--- config.mk ---
export PLATFORM = sky130hd
export DESIGN_NAME = output_deserializer
export DESIGN_NICKNAME = d
export VERILOG_FILES = /design/src/rtl/nn_pkg.sv /design/src/rtl/deser_word_counter.sv /design/src/rtl/output_deserializer.sv
export SDC_FILE = /design/constraint.sdc
export NUM_CORES = 1
export LEC_CHECK = 0
export ABC_AREA = 1
export CAP_MARGIN = 20
export CORE_ASPECT_RATIO = 0.6
export CORE_MARGIN = 3
export CORE_UTILIZATION = 48
export CTS_CLUSTER_DIAMETER = 60
export CTS_CLUSTER_SIZE = 20
export DETAILED_ROUTE_END_ITERATION = 8
export PLACE_DENSITY_LB_ADDON = 0.1
export SLEW_MARGIN = 20
export SYNTH_ARGS = -nofsm -noshare
export SYNTH_HDL_FRONTEND = slang
export SYNTH_SLANG_ARGS = --single-unit
--- constraint.sdc ---
create_clock -name clk -period 10.9 [get_ports clk]
set_clock_uncertainty 0.1 [all_clocks]
set_input_delay 2.18 -clock clk [delete_from_list [all_inputs] [get_ports clk]]
set_output_delay 2.18 -clock clk [all_outputs]
set_load 0.01 [all_outputs]
--- src/rtl/nn_pkg.sv ---
// Shared neural-network layer definitions used by the serializer/deserializer pair.
// Holds the deserializer state encoding and the default layer geometry.
package nn_pkg;

  // Default word width of neuron results on the layer streams.
  localparam int DATA_WIDTH    = 16;
  // Default number of neurons (words) per layer frame.
  localparam int LAYER_OUTPUTS = 16;

  // Deserializer frame-assembly states.
  typedef enum logic [1:0] {
    IDLE    = 2'd0,
    COLLECT = 2'd1,
    DONE    = 2'd2
  } deser_state_t;

endpackage

--- src/rtl/deser_word_counter.sv ---
// Modulo-numOutputs word index counter for the output deserializer.
// Clear has priority over increment; o_wrap flags the increment that rolls the
// index from numOutputs-1 back to 0 (i.e. the last word of a frame).
module deser_word_counter #(
  parameter int numOutputs   = 16,
  parameter int counterWidth = $clog2(numOutputs)
) (
  input  logic                    clk,
  input  logic                    i_reset,
  input  logic                    i_clr,
  input  logic                    i_inc,
  output logic [counterWidth-1:0] o_count,
  output logic                    o_wrap
);

  localparam logic [counterWidth-1:0] LAST_IDX = counterWidth'(numOutputs - 1);

  logic [counterWidth-1:0] r_count;

  assign o_wrap  = i_inc && (r_count == LAST_IDX);
  assign o_count = r_count;

  // Index register: clear, wrap to zero after the last word, otherwise step by one.
  always_ff @(posedge clk or posedge i_reset) begin
    if (i_reset) begin
      r_count <= '0;
    end else if (i_clr) begin
      r_count <= '0;
    end else if (i_inc) begin
      r_count <= o_wrap ? '0 : r_count + 1'b1;
    end
  end

endmodule

--- src/rtl/output_deserializer.sv ---
// Output deserializer: assembles numOutputs serial neuron words (first word in the
// MSB slice) into one parallel frame and holds it under a valid/ready handshake.
// Optional feature macro: DESER_OVERRUN_EN adds a sticky overrun flag that records
// words dropped in IDLE/DONE or discarded by a restart.
module output_deserializer
  import nn_pkg::*;
#(
  parameter int numOutputs   = LAYER_OUTPUTS,
  parameter int dataWidth    = DATA_WIDTH,
  parameter int counterWidth = $clog2(numOutputs)
) (
  input  logic                             clk,
  input  logic                             reset,
  input  logic                             start,
  input  logic                             dataValid,
  input  logic [dataWidth-1:0]             deserializerIn,
  input  logic                             outReady,
  output logic [dataWidth*numOutputs-1:0]  deserializerOut,
  output logic                             outValid,
  output logic                             busy,
  output logic [counterWidth-1:0]          counterOut
`ifdef DESER_OVERRUN_EN
  ,
  output logic                             overrun
`endif
);

  deser_state_t                    r_state;
  deser_state_t                    w_state_next;
  logic [dataWidth*numOutputs-1:0] r_frame;
  logic [counterWidth-1:0]         w_count;
  logic                            w_clear;
  logic                            w_write;
  logic                            w_last;

  // An accepted start clears the buffer; start in DONE only counts with outReady.
  assign w_clear = start && ((r_state == IDLE) || (r_state == COLLECT) ||
                             ((r_state == DONE) && outReady));
  // A word is stored only in COLLECT and only when no restart drops it.
  assign w_write = (r_state == COLLECT) && dataValid && !start;

  deser_word_counter #(
    .numOutputs  (numOutputs),
    .counterWidth(counterWidth)
  ) u_counter (
    .clk    (clk),
    .i_reset(reset),
    .i_clr  (w_clear),
    .i_inc  (w_write),
    .o_count(w_count),
    .o_wrap (w_last)
  );

  // State register.
  always_ff @(posedge clk or posedge reset) begin
    if (reset) begin
      r_state <= IDLE;
    end else begin
      r_state <= w_state_next;
    end
  end

  // Next-state logic: restart wins over data, last word moves to DONE.
  always_comb begin
    w_state_next = r_state;
    case (r_state)
      IDLE: begin
        if (start) w_state_next = COLLECT;
      end
      COLLECT: begin
        if (!start && w_last) w_state_next = DONE;
      end
      DONE: begin
        if (outReady) w_state_next = start ? COLLECT : IDLE;
      end
      default: w_state_next = IDLE;
    endcase
  end

  // Frame buffer: cleared on accepted start, word k written to slice numOutputs-1-k.
  always_ff @(posedge clk or posedge reset) begin
    if (reset) begin
      r_frame <= '0;
    end else if (w_clear) begin
      r_frame <= '0;
    end else if (w_write) begin
      for (int k = 0; k < numOutputs; k++) begin
        if (w_count == counterWidth'(k)) begin
          r_frame[(numOutputs-1-k)*dataWidth +: dataWidth] <= deserializerIn;
        end
      end
    end
  end

  assign deserializerOut = r_frame;
  assign outValid        = (r_state == DONE);
  assign busy            = (r_state == COLLECT);
  assign counterOut      = w_count;

`ifdef DESER_OVERRUN_EN
  logic r_overrun;
  logic w_overrun_set;

  // Words arriving outside COLLECT, or alongside a restart, are lost.
  assign w_overrun_set = dataValid && ((r_state != COLLECT) || start);

  // Sticky overrun flag; an accepted start clears it and beats a same-cycle set.
  always_ff @(posedge clk or posedge reset) begin
    if (reset) begin
      r_overrun <= 1'b0;
    end else if (w_clear) begin
      r_overrun <= 1'b0;
    end else if (w_overrun_set) begin
      r_overrun <= 1'b1;
    end
  end

  assign overrun = r_overrun;
`endif

endmodule

# [After elaboration in Yosys (flattened, before gate mapping)]
# Cells that the tools add are included.
# W data, S select, Z words.
[word_totals] ff_bits=262 in_bits=21
[classes] n_reduce_logical=45 n_mux=26 n_addsub=1 n_eq_ne=20
[op_table] operator="$mux W256" n=2
[op_table] operator="$mux W16" n=16
[op_table] operator="$reduce_bool A2 Y1" n=17
[op_table] operator="$eq A4 B4 Y1 const B" n=8
[op_table] operator="$reduce_and A2 Y1" n=16
[op_table] operator="$eq A4 B3 Y1 const B" n=4
[op_table] operator="$mux W4" n=3
[op_table] operator="$eq A4 B2 Y1 const B" n=2
[op_table] operator="$logic_and A1 B1 Y1" n=6
[op_table] operator="$mux W2" n=3
[op_table] operator="$pmux W2 S3" n=1
[op_table] operator="$add A4 B1 Y4 const B" n=1
[op_table] operator="$eq A4 B1 Y1 const B" n=1
[op_table] operator="$logic_not A4 Y1" n=1
[op_table] operator="$ne A2 B2 Y1 const B" n=2
[op_table] operator="$reduce_and A3 Y1" n=1
[op_table] operator="$eq A2 B1 Y1 const B" n=1
[op_table] operator="$eq A2 B2 Y1 const B" n=1
[op_table] operator="$logic_not A2 Y1" n=1
[op_table] operator="$logic_or A1 B1 Y1" n=2
[op_table] operator="$ne A2 B1 Y1 const B" n=1
[op_table] operator="$logic_not A1 Y1" n=1
[op_table] operator="$mux W1" n=1

# [Depth between registers and ports, before layout]
# Gate-level depths: netlist of run 1.
[logic_depth] ltp_word=7 mapped_depth=10

# [Hierarchy]
# A second synthesis of run 1 with hierarchy kept.
[hier_totals] hier_cells=1273 hier_area_um2=11209.5
[modules_own_cells] module="output_deserializer" n_inst=1 cells_per_inst=1244 area_each_um2=10991.8
[modules_own_cells] module="deser_word_counter" n_inst=1 cells_per_inst=29 area_each_um2=217.7

# [Worst setup path after synthesis of run 1]
# No wires, ideal clock.
[synth_timing] kind="input -> register" startpoint="input port outReady" endpoint="register r_frame[156] (netlist: deserializerOut[156])" arrival_time_ns=3.037 required_ns=10.665 setup_slack_ns=7.628 path_stages=9 setup_ns=0.135 path_buffers=4 path_cell_list="nand3_2 -> nand2_2 -> inv_4 -> buf_6 -> buf_8 -> buf_12 -> buf_6 -> nand3_1 -> o21ai_0"
[synth_between] elab_chain_cells=5 elab_cells_between_ends=7
[synth_rtl] item="start: declaration" line_no="output_deserializer.sv:17" rtl="input logic outReady,"
[synth_rtl] item="$logic_and A1 B1 Y1 *" line_no="output_deserializer.sv:38" rtl="((r_state == DONE) && outReady));"
[synth_rtl] item="$logic_or A1 B1 Y1 *" line_no="output_deserializer.sv:37" rtl="assign w_clear = start && ((r_state == IDLE) || (r_state == COLLECT) ||"
[synth_rtl] item="$logic_and A1 B1 Y1 *" line_no="output_deserializer.sv:37"
[synth_rtl] item="$reduce_bool A2 Y1 (no source line)"
[synth_rtl] item="$reduce_and A2 Y1 (no source line)"
[synth_rtl] item="end signal: indexed assignment" line_no="output_deserializer.sv:89" rtl="r_frame[(numOutputs-1-k)*dataWidth +: dataWidth] <= deserializerIn;"
[synth_rtl] item="end: declaration" line_no="output_deserializer.sv:30" rtl="logic [dataWidth*numOutputs-1:0] r_frame;"
# Mark *: on every way between the ends. The rest lies on a longest branch, timed or not.
# A chain may end at the register's enable or synchronous reset.

# [Worst setup path after layout of run 1]
[layout_timing] startpoint="input port start" endpoint="register r_frame[161] (netlist: deserializerOut[161])"
[layout_between] elab_chain_cells=4 elab_cells_between_ends=7
[layout_rtl] item="start: declaration" line_no="output_deserializer.sv:14" rtl="input logic start,"
[layout_rtl] item="$logic_not A1 Y1" line_no="output_deserializer.sv:40" rtl="assign w_write = (r_state == COLLECT) && dataValid && !start;"
[layout_rtl] item="$logic_and A1 B1 Y1" line_no="output_deserializer.sv:40"
[layout_rtl] item="$reduce_bool A2 Y1 (no source line)"
[layout_rtl] item="$reduce_and A2 Y1 (no source line)"
# Several ways; a longest one is shown, not always the timed one.

==> metrics, run 1 <==
status=finished clean; static leakage=between 5 and 6 nW; Hold Vio Cnt, Final=0; fin cells=around 1,500; pre-CTS setup slack=about 5.7 ns; Final setup viols=0; RSZ-0062 raised after global routing=no; clock slew at reported path FFs=approximately 0.08 ns; Sequential Power Share=0.565; drt pass-1 iters=6; placed cells=~1,500; Slew HR=0.325; Std-Cell Rows=40; total track usage=0.273; Routed Antenna Nets=0; CTS Sinks=262; Area Growth Syn to Fin=30.4%; Mean Syn Cell Area=just over 10 µm²; routed vias/inst=~5.6; internal power=1.31 mW; Peak VDD IR=about 0.09 mV; Syn. warnings=0; CTS resizes=0; commonest non-fill, non-tap cell in the layout=clkdlybuf4s50_1; post-place instance area=~0.013 mm²; Die X=196 µm; root buf cell=clkbuf_16; maxcap violations=0; Final nets=roughly 1,300; EDFF count, synth=0; fin. max-slew vios=0; core area=just over 0.02 mm²; Die Area=around 0.023 mm²; share of layout cells above drive strength 1=0.0461; Yosys reg bits=262; GR Overflow Total=0; vias in the first global route=7,990; ys async rst share=1.00; Starting Density=0.503; Seq/Total Area, Yosys=0.632; Routed WL per cell=21.5 µm; slowest stage delay, CP=around 0.77 ns; RePlAce Congestion=between 0.8 and 0.9; crit-path cells=clkdlybuf4s50_1 > nand2_1 > nand2_2 > inv_6 > buf_4 > nand2_1 > inv_1 > nand2_1 > o21ai_0; met3 Resource Use GR=0.0704; sw frac=0.246; Clk pwr share=0.360; Filler cells=roughly 1,800; CTS Buffer Depth=3; Yosys top cell area share=0.632; final instance area=roughly 0.014 mm²; hold crit path type=flop to flop; Yosys top cell by area=dfrtp_1; I/O Pins=between 200 and 300; critical path fanouts, max=84; GRT met1 Usage=0.419; ANT cells=0; Num CTS Buffers=17; power consumption=1.74 mW; Crit-path slowest cell=buf_4; Fin Hold WS=between 0.4 and 0.5 ns; DR iter-0 viols=approximately 800; setup_tns=0 ns; initial antenna violation count=0; Mapped Cells=around 1,000; clk_lat worst skew=between 0.4 and 0.5 ns; class of the most critical setup path=input pin to flop; H-tree depth=1; minimum clock period=between 4 and 5 ns; Comb power frac=0.074; first-pass GRT wire length=~50,000 µm; Syn Nets=1,041; M2 GR Usage=0.400; Net Sw Power=about 430 µW; commonest cells after routing, fill and taps aside=clkdlybuf4s50_1, dfrtp_1, nand3_1; crit start category=input pin; fin crit share=0.439; final core occ=0.657; count of different cell masters after synthesis=26; HPWL Detailed=approximately 21,000 µm; busiest grt layer=met1; Post-CTS Setup Inserts=0; pwr/cell area=129 mW/mm²; Worst-Margin Slew=1.01 ns; Synth area leaders=dfrtp_1, nand3_1, o21ai_0; drt drc=0; TritonCTS clock tree=done; hold_buf cts=0; final WL=~33,000 µm; fmax=0.209 GHz; WP data arrival=around 5.1 ns; Die H=~120 µm; CP most frequent cell=nand2_1; most used flip-flop cell after synthesis=dfrtp_1; post-route setup slack=between 6 and 7 ns; input/output buffers=282; Cell Area, Synth=a little over 0.01 mm²; Crit. End Element=flop; Crit path required time=roughly 11 ns; DR vias=8,432; largest net degree at the start of global routing=124
[cell type report]
| class | count | area, µm² | share of cell area |
|---|---|---|---|
| sequential | 262 | 6560 | 0.484 |
| inverter | 78 | 305 | 0.0226 |
| clock buffer | 17 | 425 | 0.0314 |
| tap | 273 | 342 | 0.0252 |
| multi-input combinational | 589 | 2990 | 0.221 |
| clock inverter | 3 | 47.5 | 0.00351 |
| timing repair buffer | 288 | 2870 | 0.212 |
[sequential cells by signal, indices dropped and copies added (netlist names)]
name,flops
u_counter.o_count,4
r_state,2
deserializerOut,256
[per-layer routing]
| metal | share of wire | vias to the layer above |
|---|---|---|
| li1 | - | 3862 |
| met1 | 0.46 | 4204 |
| met2 | 0.44 | 339 |
| met3 | 0.088 | 27 |
| met4 | 0.014 | 0 |
| met5 | 0 | - |
[critical path: cells and delay by family]
kind                   cells  cell delay, ns
AOI/OAI and AO/OA          1            0.11
buffers and inverters      4            1.89
and+or+nand+nor            4            0.85
[logic make-up after synthesis]
group	Yosys count	share of synthesized area
adder cells (fa/ha/maj)	4	0.00482
AO/OA/AOI/OAI	262	0.128
AND/OR/NAND/NOR	323	0.152
flip-flops	262	0.632
buffers and inverters	165	0.0832
[cell usage after synthesis, types with 2 or more instances]
| cell type | n |
|---|---|
| ha_1 | 4 |
| nand3_2 | 5 |
| nor2_4 | 5 |
| o21ai_1 | 53 |
| inv_1 | 73 |
| nand2_2 | 3 |
| nand3_1 | 221 |
| clkbuf_1 | 40 |
| buf_6 | 11 |
| buf_2 | 24 |
| o21ai_0 | 203 |
| o21ai_2 | 3 |
| nand4_1 | 3 |
| nor2_2 | 2 |
| inv_2 | 4 |
| nor2_1 | 5 |
| buf_8 | 10 |
| nand2_1 | 78 |
| dfrtp_1 | 262 |
[path summary, 6_finish.rpt]
kind,slack (ns),start,cells after the start,to
setup / recovery,6.11,start,9,deserializerOut[161]
hold / removal,0.41,deserializerOut[196],2,deserializerOut[196]
setup reg to reg,7.84,r_state[0],9,deserializerOut[161]
hold reg to reg,0.41,deserializerOut[196],2,deserializerOut[196]
max in group asynchronous,6.99,reset,3,deserializerOut[180]
min in group asynchronous,2.20,reset,2,deserializerOut[234]
[power by group through the flow]
| stage | Sequential, mW | Clock [mW] | Combinational (mW) |
|---|---|---|---|
| after global placement | 1.00 | 0 | 0.129 |
| after floorplan | 1.01 | 0 | 0.0830 |
| final | 0.985 | 0.628 | 0.130 |
| after global routing | 0.986 | 0.676 | 0.141 |
| after detailed placement | 1.00 | 0 | 0.130 |
| after CTS | 0.985 | 0.638 | 0.130 |
No activity file was read; power rests on OpenSTA's default activity.
==> run 2: changes to the inputs <==
==> constraint.sdc (replaced) <==
create_clock -name clk -period 4.8 [get_ports clk]
set_clock_uncertainty 0.1 [all_clocks]
set_input_delay 0.96 -clock clk [delete_from_list [all_inputs] [get_ports clk]]
set_output_delay 0.96 -clock clk [all_outputs]
set_load 0.01 [all_outputs]
==> run 2 against run 1 <==
Net effect: sequential power grew 130%; sequential share of layout area shrank 0.12 points; sequential cell count stayed put; hold slack barely moved; utilization up 0.17 points; die area is the same; design area rose by 0.26%; critical path type unchanged; critical endpoint is now deserializerOut[167].
==> metrics, run 2 (same netlist as run 1, synthesis figures left out) <==
Worst R2R End=deserializerOut[167]; hold crit path type=flop to flop; Critical Path Stages=8; WP data arrival=around 3.4 ns; Area Growth Syn to Fin=30.8%; CTS Sinks=between 200 and 300; crit start category=input pin; Final setup viols=0; fin. max-slew vios=0; CP most frequent cell=nand2_1; Crit path required time=5.08 ns; HPWL Detailed=21,500 µm; Starting Density=0.503; fin crit share=0.649; Hold Vio Cnt, Final=0; H-tree depth=1; Routed WL per cell=roughly 21 µm; Largest register FFs=256; clock slew at reported path FFs=~0.080 ns; worst r2r src=r_state[0]; I/O Pins=283; final WL=32,500 µm; class of the most critical setup path=input pin to flop; ANT cells=0; register area=0.00656 mm²; TritonCTS clock tree=done; first-pass GRT wire length=about 50,000 µm; CTS Buffer Depth=3; Crit. End Element=flop; worst path buffer plus inverter count=3; Die H=roughly 120 µm; drt drc=0; core area=just over 0.02 mm²; Worst Hold Depth=2; root buf cell=clkbuf_16; routed vias/inst=roughly 5.6; power consumption=3.91 mW; total track usage=0.273; Filler cells=around 1,700; Final nets=roughly 1,300; Die Area=0.0235 mm²; commonest cells after routing, fill and taps aside=clkdlybuf4s50_1, dfrtp_1, nand3_1; worst reg2reg setup slack=around 2.2 ns; Slew HR=0.324; Crit-path slowest cell=nand2_1; R2R cell count=8; clk_lat worst skew=between 0.4 and 0.5 ns; share of layout cells above drive strength 1=0.0459; DR iter-0 viols=slightly below 900; CP delay by family, top=buffers and inverters; input/output buffers=between 200 and 300; vias in the first global route=8,205; RSZ-0062 raised after global routing=no; crit-path cells=clkdlybuf4s50_1 > nand2_1 > nand2_2 > inv_6 > nand2_1 > inv_1 > nand2_1 > o21ai_0; CTS resizes=0; Post-CTS Setup Inserts=0; crit path capture=deserializerOut[167]; Worst Setup SP=start; slowest stage delay, CP=around 0.76 ns; commonest non-fill, non-tap cell in the layout=clkdlybuf4s50_1; fmax=~0.32 GHz; status=finished clean; Std-Cell Rows=40; minimum clock period=approximately 3.1 ns; static leakage=just under 6 nW; setup_tns=0 ns; pwr/cell area=roughly 290 mW/mm²; Die X=between 150 and 200 µm; initial antenna violation count=0; maxcap violations=0; GR Overflow Total=0; RePlAce Congestion=between 0.8 and 0.9; Peak VDD IR=slightly above 0.2 mV; critical path fanouts, max=94; drt pass-1 iters=5; hold_buf cts=0; Routed Antenna Nets=0; Worst-Margin Slew=around 1 ns; DR vias=around 8,500; Num CTS Buffers=17; largest net degree at the start of global routing=95; multi-input logic area=slightly below 0.003 mm²
-- run 2: changes by cell type in the layout (fill, tap and decap cells not counted), moves of 3 or more --
cell     delta
nand3_2     -4
buf_12      +3
buf_4       +3
nand3_1     +4
-- run 2: how the worst min path moves through the flow --
stage,startpoint,to,slack (ns)
CTS,deserializerOut[183],deserializerOut[183],0.42
detailed placement,deserializerOut[183],deserializerOut[183],0.40
global route,deserializerOut[50],deserializerOut[50],0.45
floorplan,r_state[0],r_state[0],0.42
global placement,deserializerOut[59],deserializerOut[59],0.39
finish,deserializerOut[208],deserializerOut[208],0.41
-- run 2: routing by layer --
metal  track usage  up-vias  wire [µm]
met3        0.0724       40       2900
met4        0.0423        0        532
met5             0        -          0
met2         0.405      329      14400
met1         0.412     4266      14700
li1              -     3878          -
-- run 2: layout make-up --
| cell class | instances | share of cell area |
|---|---|---|
| Inverter | 78 | 0.0222 |
| Multi-Input combinational cell | 589 | 0.219 |
| Timing Repair Buffer | 294 | 0.218 |
| Clock buffer | 17 | 0.0313 |
| Clock inverter | 1 | 0.00147 |
| Sequential cell | 262 | 0.483 |
| Tap cell | 273 | 0.0252 |
-- run 2: where the power goes --
group	total [mW]	internal (mW)	leakage (nW)	switching, mW
clock	1.37	0.645	0.219	0.724
combinational	0.302	0.0714	1.89	0.230
sequential	2.24	2.22	3.65	0.0135
-- run 2: tightest hold or removal path: stages, from the launching register on --
cell and delay (ns):
dfrtp_1 0.34, nand3_1 0.07, o21ai_0 0.06
-- run 2: per-stage QoR --
stage | utilization | worst slack (ns) | hold WS, ns | std cells | instance area (µm²)
global placement | 0.635 | 1.24 | 0.390 | 1495 | 13100
detailed placement | 0.635 | 1.20 | 0.399 | 1495 | 13100
CTS | 0.657 | 1.68 | 0.418 | 1513 | 13500
global route | 0.658 | 1.46 | 0.445 | 1514 | 13600
finish | 0.658 | 1.69 | 0.411 | 1514 | 13600
floorplan | - | 0.284 | 0.416 | 1016 | 10400
